File: config.mk
export PLATFORM = sky130hd
export DESIGN_NAME = memory_responder_flat
export DESIGN_NICKNAME = d
export VERILOG_FILES = /design/src/rtl/memory_responder_if.sv /design/src/rtl/memory_responder.sv /design/src/flat_wrapper.sv
export SDC_FILE = /design/constraint.sdc
export NUM_CORES = 2
export LEC_CHECK = 0
export CAP_MARGIN = 20
export CORE_UTILIZATION = 63
export DETAILED_ROUTE_END_ITERATION = 8
export GPL_TIMING_DRIVEN = 1
export PLACE_DENSITY_LB_ADDON = 0.2
export SLEW_MARGIN = 40
export SYNTH_ARGS = -nofsm -noshare
export SYNTH_HDL_FRONTEND = slang
export SYNTH_SLANG_ARGS = --single-unit
File: constraint.sdc
create_clock -name clk -period 4.8 [get_ports clk]
set_input_delay 0.96 -clock clk [delete_from_list [all_inputs] [get_ports clk]]
set_output_delay 0.96 -clock clk [all_outputs]
set_load 0.05 [all_outputs]
File: src/rtl/memory_responder_if.sv
// Memory port bundle between the processor (master) and the responder (slave).
//   req_valid/req_ready  request handshake, accept when both high on posedge
//   req_mode             2'b01 read, 2'b10 write, others reserved
//   req_addr             16-bit word address
//   req_wdata            write data
//   resp_valid           one-cycle completion pulse
//   resp_rdata           read data or echoed write data, held between responses
//   resp_err             access error flag (only meaningful with MEMRESP_ERR_EN)
//   busy                 request in flight
interface memory_responder_if #(
  parameter int WIDTH = 16
);
  logic             req_valid;
  logic             req_ready;
  logic [1:0]       req_mode;
  logic [15:0]      req_addr;
  logic [WIDTH-1:0] req_wdata;
  logic             resp_valid;
  logic [WIDTH-1:0] resp_rdata;
  logic             resp_err;
  logic             busy;

  modport master (
    output req_valid, req_mode, req_addr, req_wdata,
    input  req_ready, resp_valid, resp_rdata, resp_err, busy
  );

  modport slave (
    input  req_valid, req_mode, req_addr, req_wdata,
    output req_ready, resp_valid, resp_rdata, resp_err, busy
  );
endinterface

File: src/rtl/memory_responder.sv
// Handshaked memory responder with fixed access latency.
// Accepts one request per handshake, counts LATENCY cycles, performs the
// read/write on an internal word array and pulses resp_valid for one cycle.
// Ports:
//   clk    system clock (posedge)
//   reset  asynchronous active-high reset
//   bus    memory_responder_if.slave (request/response signals)
// Optional feature: define MEMRESP_ERR_EN to flag out-of-range addresses
// and reserved modes on resp_err instead of wrapping / silently completing.
module memory_responder #(
  parameter int WIDTH     = 16,
  parameter int ADDR_BITS = 8,
  parameter int LATENCY   = 2
) (
  input  logic                clk,
  input  logic                reset,
  memory_responder_if.slave   bus
);
  localparam int         DEPTH    = 1 << ADDR_BITS;
  localparam logic [3:0] CNT_INIT = 4'(LATENCY - 1);

  typedef enum logic [1:0] {IDLE, WAIT, RESP} state_t;

  state_t                 state, state_nxt;
  logic [3:0]             cnt;
  logic [1:0]             mode_q;
  logic [15:0]            addr_q;
  logic [WIDTH-1:0]       wdata_q;
  logic [WIDTH-1:0]       rdata_q;
  logic                   err_q;
  logic [WIDTH-1:0]       mem [DEPTH];

  logic                   accept, done;
  logic                   is_rd, is_wr, acc_err;
  logic [ADDR_BITS-1:0]   idx;

  assign bus.req_ready  = (state != WAIT);
  assign bus.busy       = (state == WAIT);
  assign bus.resp_valid = (state == RESP);
  assign bus.resp_rdata = rdata_q;
  assign bus.resp_err   = err_q;

  assign accept = bus.req_valid && bus.req_ready;
  // Completing edge: last WAIT cycle, counter exhausted.
  assign done   = (state == WAIT) && (cnt == 4'd0);

  assign is_rd  = (mode_q == 2'b01);
  assign is_wr  = (mode_q == 2'b10);
  assign idx    = addr_q[ADDR_BITS-1:0];

`ifdef MEMRESP_ERR_EN
  assign acc_err = (|addr_q[15:ADDR_BITS]) || !(is_rd || is_wr);
`else
  // Upper address bits wrap; they are deliberately not decoded.
  logic unused_addr_hi;
  assign unused_addr_hi = ^addr_q[15:ADDR_BITS];
  assign acc_err        = 1'b0;
`endif

  always_ff @(posedge clk or posedge reset) begin
    if (reset) state <= IDLE;
    else       state <= state_nxt;
  end

  always_comb begin
    state_nxt = state;
    unique case (state)
      IDLE:    if (accept) state_nxt = WAIT;
      WAIT:    if (cnt == 4'd0) state_nxt = RESP;
      RESP:    state_nxt = accept ? WAIT : IDLE;
      default: state_nxt = IDLE;
    endcase
  end

  always_ff @(posedge clk or posedge reset) begin
    if (reset) begin
      cnt     <= 4'd0;
      mode_q  <= 2'b00;
      addr_q  <= '0;
      wdata_q <= '0;
      rdata_q <= '0;
      err_q   <= 1'b0;
    end else begin
      if (accept) begin
        mode_q  <= bus.req_mode;
        addr_q  <= bus.req_addr;
        wdata_q <= bus.req_wdata;
        cnt     <= CNT_INIT;
      end else if (state == WAIT && cnt != 4'd0) begin
        cnt <= cnt - 4'd1;
      end
      if (done) begin
        if (acc_err)    rdata_q <= '0;
        else if (is_rd) rdata_q <= mem[idx];
        else if (is_wr) rdata_q <= wdata_q;
        else            rdata_q <= '0;
        err_q <= acc_err;
      end
    end
  end

  // Array is not reset. The reset guard keeps an abandoned op from writing
  // when reset and the completing edge coincide.
  always_ff @(posedge clk) begin
    if (!reset && done && is_wr && !acc_err) mem[idx] <= wdata_q;
  end
endmodule
File: src/flat_wrapper.sv
// flat-port wrapper written by rule: the top's interface ports become plain ports
module memory_responder_flat 
#(
  parameter int WIDTH     = 16,
  parameter int ADDR_BITS = 8,
  parameter int LATENCY   = 2
)
  (clk, reset, bus_req_valid, bus_req_mode, bus_req_addr, bus_req_wdata, bus_req_ready, bus_resp_valid, bus_resp_rdata, bus_resp_err, bus_busy);
  memory_responder_if #(.WIDTH(WIDTH)) bus_i ();
  input  logic clk;
  input  logic reset;
  input wire logic [$bits(bus_i.req_valid)-1:0] bus_req_valid;
  input wire logic [$bits(bus_i.req_mode)-1:0] bus_req_mode;
  input wire logic [$bits(bus_i.req_addr)-1:0] bus_req_addr;
  input wire logic [$bits(bus_i.req_wdata)-1:0] bus_req_wdata;
  output wire logic [$bits(bus_i.req_ready)-1:0] bus_req_ready;
  output wire logic [$bits(bus_i.resp_valid)-1:0] bus_resp_valid;
  output wire logic [$bits(bus_i.resp_rdata)-1:0] bus_resp_rdata;
  output wire logic [$bits(bus_i.resp_err)-1:0] bus_resp_err;
  output wire logic [$bits(bus_i.busy)-1:0] bus_busy;
  assign bus_i.req_valid = bus_req_valid;
  assign bus_i.req_mode = bus_req_mode;
  assign bus_i.req_addr = bus_req_addr;
  assign bus_i.req_wdata = bus_req_wdata;
  assign bus_req_ready = bus_i.req_ready;
  assign bus_resp_valid = bus_i.resp_valid;
  assign bus_resp_rdata = bus_i.resp_rdata;
  assign bus_resp_err = bus_i.resp_err;
  assign bus_busy = bus_i.busy;
  memory_responder #(.WIDTH(WIDTH), .ADDR_BITS(ADDR_BITS), .LATENCY(LATENCY)) u_core (.clk(clk), .reset(reset), .bus(bus_i));
endmodule
* After elaboration in Yosys (flattened, before gate mapping) *
Memories as Yosys holds them, arrays and structs flattened.
Index checks and enable logic that the tools add are counted.

word-level totals
  logic and storage cells = 36
  register bits = 48
  output and inout bits = 20
  memories kept = 1
  input port bits = 37
  RAM bits = 4096

operators by class
  add/sub/neg operators = 1
  equality and inequality tests = 7
  multiplexer cells = 10
  reduce and logical (&&, ||, !) cells = 11

memories
  name        depth  width  rd ports  clocked after memory_dff  wr ports  line                    text
  u_core.mem  256    16     1         0                         1         memory_responder.sv:31  logic [WIDTH-1:0] mem [DEPTH];

operator list
  cell                                                    number
  2-to-1 mux 16 bit                                       2
  2-to-1 mux 4 bit                                        2
  inequality test 2 x 1 -> 1 bit (second input constant)  3
  one-hot mux 2 bit (3 select lines)                      1
  logical AND 1 bit                                       5
  == test 2 x 1 -> 1 bit (second input constant)          2
  == test 2 bit (second input constant)                   2
  logical NOT 4 bit                                       1
  2-to-1 mux 2 bit                                        2
  nonzero test 4 bit                                      1
  subtractor 4 x 1 -> 4 bit (second input constant)       1
  2-to-1 mux 1 bit                                        3
  logical NOT 2 bit                                       1
  AND reduction 2 bit                                     1
  nonzero test 2 bit                                      1
  logical NOT 1 bit                                       1

* Depth between registers and ports, before layout *
  word-level depth = 6
  gate-level depth with buffers = 10

* Worst setup path after synthesis *
No wires, ideal clock.

  kind = input -> register
  start point = input port reset
  end point = memory u_core.mem[167][10], enable pin
  stages = 6
  path buffers = 1
  data arrival time = 3.790 ns
  setup time = 0.388 ns
  slack = 0.622 ns
  cells stage by stage = inv_1 nand3_1 nor3_1 nand2_1 clkbuf_1 nor2_1

between the ends
  cells in the longest elaborated chain, start to end = 5

RTL lines
  what                                    line                     text
  start, declared                         flat_wrapper.sv:11       input logic reset;
  logical NOT 1 bit (no source line)      --
  logical AND 1 bit (2 in series)         memory_responder.sv:105  if (!reset && done && is_wr && !acc_err) mem[idx] <= wdata_q;
  2-to-1 mux 1 bit                        memory_responder.sv:105
  2-to-1 mux 1 bit (not written as such)  memory_responder.sv:105
  end, declared                           memory_responder.sv:31

Every way passes these cells.

* Final worst setup path *
  start point = register u_core.addr_q[0]
  end point = register u_core.rdata_q[7] (netlist: u_core.bus.resp_rdata[7])

between the ends
  cells in the longest elaborated chain, start to end = 2

RTL lines
  what                    line                    text
  start, declared         memory_responder.sv:27  logic [15:0] addr_q;
  start signal, assigned  memory_responder.sv:86  addr_q <= bus.req_addr;
  memory (256 x 16 bit)   --
  2-to-1 mux 16 bit       memory_responder.sv:94  else if (is_rd) rdata_q <= mem[idx];
  end signal, assigned    memory_responder.sv:94
  end signal, assigned    memory_responder.sv:95  else if (is_wr) rdata_q <= wdata_q;
  end, declared           memory_responder.sv:29  logic [WIDTH-1:0] rdata_q;

Every way passes these cells.
A chain may end at the register's enable or synchronous reset.

==> impl_metrics.env <==
export IMPL_multi_input_area_sq_um=31300
export IMPL_hp_start="u_core.bus.resp_rdata[0]$_DFFE_PP0N_"
export IMPL_cts_buffers_inserted=409
export IMPL_switchingPower_uw=34600
export IMPL_synthMuxAreaShare=0.151
export IMPL_cts_tree="yes"
export IMPL_synth_edff_count=4096
export IMPL_leakagePower_uw=0.0556
export IMPL_grt_pass1_wl_microns=557000
export IMPL_viasPerCell=7.02
export IMPL_layout_drive_gt1_share=0.290
export IMPL_clk_latency_ps=990
export IMPL_worst_path_max_delay_cell="o41ai_1"
export IMPL_worstHoldPathType="flip-flop to flip-flop"
export IMPL_final_antenna_net_count=0
export IMPL_htreeDepth=5
export IMPL_synthAdderAreaFrac=0.000159
export IMPL_max_slew_margin_rel=0.339
export IMPL_syn_avg_cell_area_sq_um=23.0
export IMPL_cts_sinks=4144
export IMPL_period_share=0.883
export IMPL_synth_most_common_cell="edfxtp_1"
export IMPL_rr_endpoint="u_core.bus.resp_rdata[7]$_DFFE_PP0N_"
export IMPL_syn_nets=6853
export IMPL_postCtsSetupBuffers=0
export IMPL_antenna_found_initial=11
export IMPL_yosys_area_share_simple=0.00889
export IMPL_worst_ep_arrival_time_ps=5110
export IMPL_synth_xor_area_share=0.000112
export IMPL_setup_viol=0
export IMPL_synth_top_area_share=0.783
export IMPL_ys_warn_count=0
export IMPL_rsz0062_at_grt="no"
export IMPL_path_clk_slew_ps=60
export IMPL_start_kind="flip-flop"
export IMPL_pwr_density_cell_nw_per_um2=614
export IMPL_die_w_microns=501
export IMPL_grt_start_max_net_pins=202
export IMPL_swShare=0.316
export IMPL_setup_tns_ps=0
export IMPL_drv_cap=0
export IMPL_critical_path_class="flip-flop to flip-flop"
export IMPL_track_usage=0.317
export IMPL_ys_async_sr_fraction=0.0116
export IMPL_synth_compound_area_frac=0.0362
export IMPL_rows=182
export IMPL_cts_resized=0
export IMPL_internal_power_uw=74600
export IMPL_syn2layout_area_growth_pct=13.3
export IMPL_drc=0
export IMPL_wire_per_inst_microns=35.7
export IMPL_vias=77400
export IMPL_synth_top_family_by_area="multiplexers"
export IMPL_netlist_instances=6814
export IMPL_seqPwrFrac=0.429
export IMPL_ys_top_cells_by_count="4096 x edfxtp_1, 1039 x mux4_2, 480 x a22oi_1"
export IMPL_holdBufCountCts=0
export IMPL_place_hpwl_microns=223000
export IMPL_core_sq_um=247000
export IMPL_cts_root_buf="clkbuf_16"
export IMPL_drtIter0Drc=11300
export IMPL_timing_rr_start="u_core.addr_q[0]$_DFFE_PP0P_"
export IMPL_fmax_ghz=0.236
export IMPL_synth_cell_types=39
export IMPL_synthFlopType="edfxtp_1"
export IMPL_slew_viol_final=0
export IMPL_holdWs_ps=500
export IMPL_pwr_share_comb=0.291
export IMPL_finClkSkew_ps=54.4
export IMPL_cpMostUsedCell="buf_12"
export IMPL_syn_cell_area_sq_um=157000
export IMPL_ys_seq_elements=4144
export IMPL_power_uw=109000
export IMPL_slowest_delay_ps=830
export IMPL_peakVddDrop_mv=0.662
export IMPL_hold_depth=1
export IMPL_fill_cells=13700
export IMPL_place_gp_congestion=0.858
export IMPL_grt_pass1_vias=76800
export IMPL_path_max_fanout=47
export IMPL_required_ps=5670
export IMPL_register_area_sq_um=124000
export IMPL_die_y_microns=501
export IMPL_portBuffers=47
export IMPL_min_to="u_core.bus.resp_rdata[0]$_DFFE_PP0N_"
export IMPL_initial_utilization=0.636
export IMPL_status="finished clean"
export IMPL_worstMarginPinSlew_ps=992
export IMPL_rrSetupSlack_ps=560
export IMPL_first_pass_iters=6
export IMPL_cts_buffer_depth=4
export IMPL_grt_overflow=0
export IMPL_clockPowerShare=0.280
export IMPL_top_level_ports=57
export IMPL_crit_chain="buf_12 -> buf_12 -> buf_4 -> mux4_2 -> a22oi_1 -> a21oi_1 -> o41ai_1 -> a41oi_1 -> a211o_1"
export IMPL_r2r_cells=9
export IMPL_synth_area_leaders="edfxtp_1 78%, mux4_2 15%, a22oi_1 2.3%"
export IMPL_worstSetupEndpointType="flip-flop"
export IMPL_dieArea_sq_um=251000
export IMPL_hold_viol=0
export IMPL_yosys_area_top_type="edfxtp_1"
export IMPL_routed_wl_microns=393000
export IMPL_nets=7441
export IMPL_period_minus_slack_ps=4240
export IMPL_ys_seq_area_frac=0.791
## cell type report
| class | instances | area share |
|---|---|---|
| well taps | 3312 | 0.0233 |
| multi-input cells | 2246 | 0.176 |
| flip-flops and latches | 4144 | 0.699 |
| clock inverters | 208 | 0.0105 |
| diodes | 7 | 0.0000985 |
| inverters | 8 | 0.000169 |
| repair buffers | 593 | 0.0311 |
| clock buffers | 507 | 0.0603 |
## registers in the layout (all words and copies together), names as in the netlist
name	count
u_core.wdata_q	16
u_core.mode_q	2
u_core.state	2
u_core.mem	4096
u_core.bus.resp_rdata	16
u_core.addr_q	8
u_core.cnt	4
## logic make-up after synthesis
kind of cell	count (synthesis)
adders and majority gates	2
xor gates and xnor gates	2
muxes	1074
AOI/OAI and AO/OA	821
DFF	4144
other	1
buffers and inverters	424
and+or+nand+nor	346
## routing by layer
metal / GRT usage / vias up / wire (microns)
met1: 0.434 / 40900 / 140000
met3: 0.0675 / 880 / 42300
met4: 0.145 / 4 / 19900
li1: - / 30500 / -
met2: 0.497 / 5186 / 191000
met5: 0 / - / 25
## metrics by stage
| step | util | setup WS, ps | instance area (sq um) | std cells |
|---|---|---|---|---|
| global route | 0.720 | 367 | 178000 | 11000 |
| CTS | 0.720 | 590 | 178000 | 11000 |
| finish | 0.720 | 562 | 178000 | 11000 |
| global placement | 0.668 | 635 | 165000 | 10300 |
| detailed placement | 0.669 | 628 | 165000 | 10300 |
| floorplan | - | 622 | 157000 | 6814 |
## how the worst max path moves through the flow
| stage | start | end | slack, ps | depth (start not counted) |
|---|---|---|---|---|
| 2_1_floorplan | reset | u_core.mem[167][10]$_DFFE_PP_ | 620 | 6 |
| 3_3_place_gp | u_core.addr_q[0]$_DFFE_PP0P_ | u_core.bus.resp_rdata[3]$_DFFE_PP0N_ | 630 | 10 |
| 3_5_place_dp | u_core.addr_q[0]$_DFFE_PP0P_ | u_core.bus.resp_rdata[9]$_DFFE_PP0N_ | 630 | 10 |
| 4_1_cts | u_core.cnt[0]$_DFFE_PP0P_ | u_core.mem[62][14]$_DFFE_PP_ | 590 | 11 |
| 5_1_grt | u_core.cnt[0]$_DFFE_PP0P_ | u_core.mem[81][11]$_DFFE_PP_ | 370 | 12 |
| 6_report | u_core.addr_q[0]$_DFFE_PP0P_ | u_core.bus.resp_rdata[7]$_DFFE_PP0N_ | 560 | 9 |
## worst max-delay path: cells and delay by family, from the launching register on
family                 cells  cell delay, ps
AO/OA/AOI/OAI              5            1630
buffers and inverters      3            1060
flip-flops                 1             810
multiplexers               1             540
## power groups by stage
stage	Combinational, uW	Clock, uW	Sequential, uW
final	31800	30600	46800
after global routing	33100	32100	46800
after CTS	31200	30800	47200
after detailed placement	31000	0	47900
after global placement	29800	0	48100
after floorplan	16700	0	50200
## layout by cell type (no fill, tap or decap), drive strengths merged, types with 6 or more instances in the layout
master         count
inv               11
nand2             37
and3              16
o41ai             60
mux2              24
clkdlybuf4s50     47
nor2b              8
a22oi            480
a211o             15
mux2i             11
dfrtp             48
clkbuf           507
clkinv           164
nand3              9
buf              546
a41oi             15
bufinv            34
clkinvlp           7
nor2             264
a21oi            242
nor3               6
diode              7
mux4            1039
edfxtp          4096
Power figures use the tool's default switching activity.
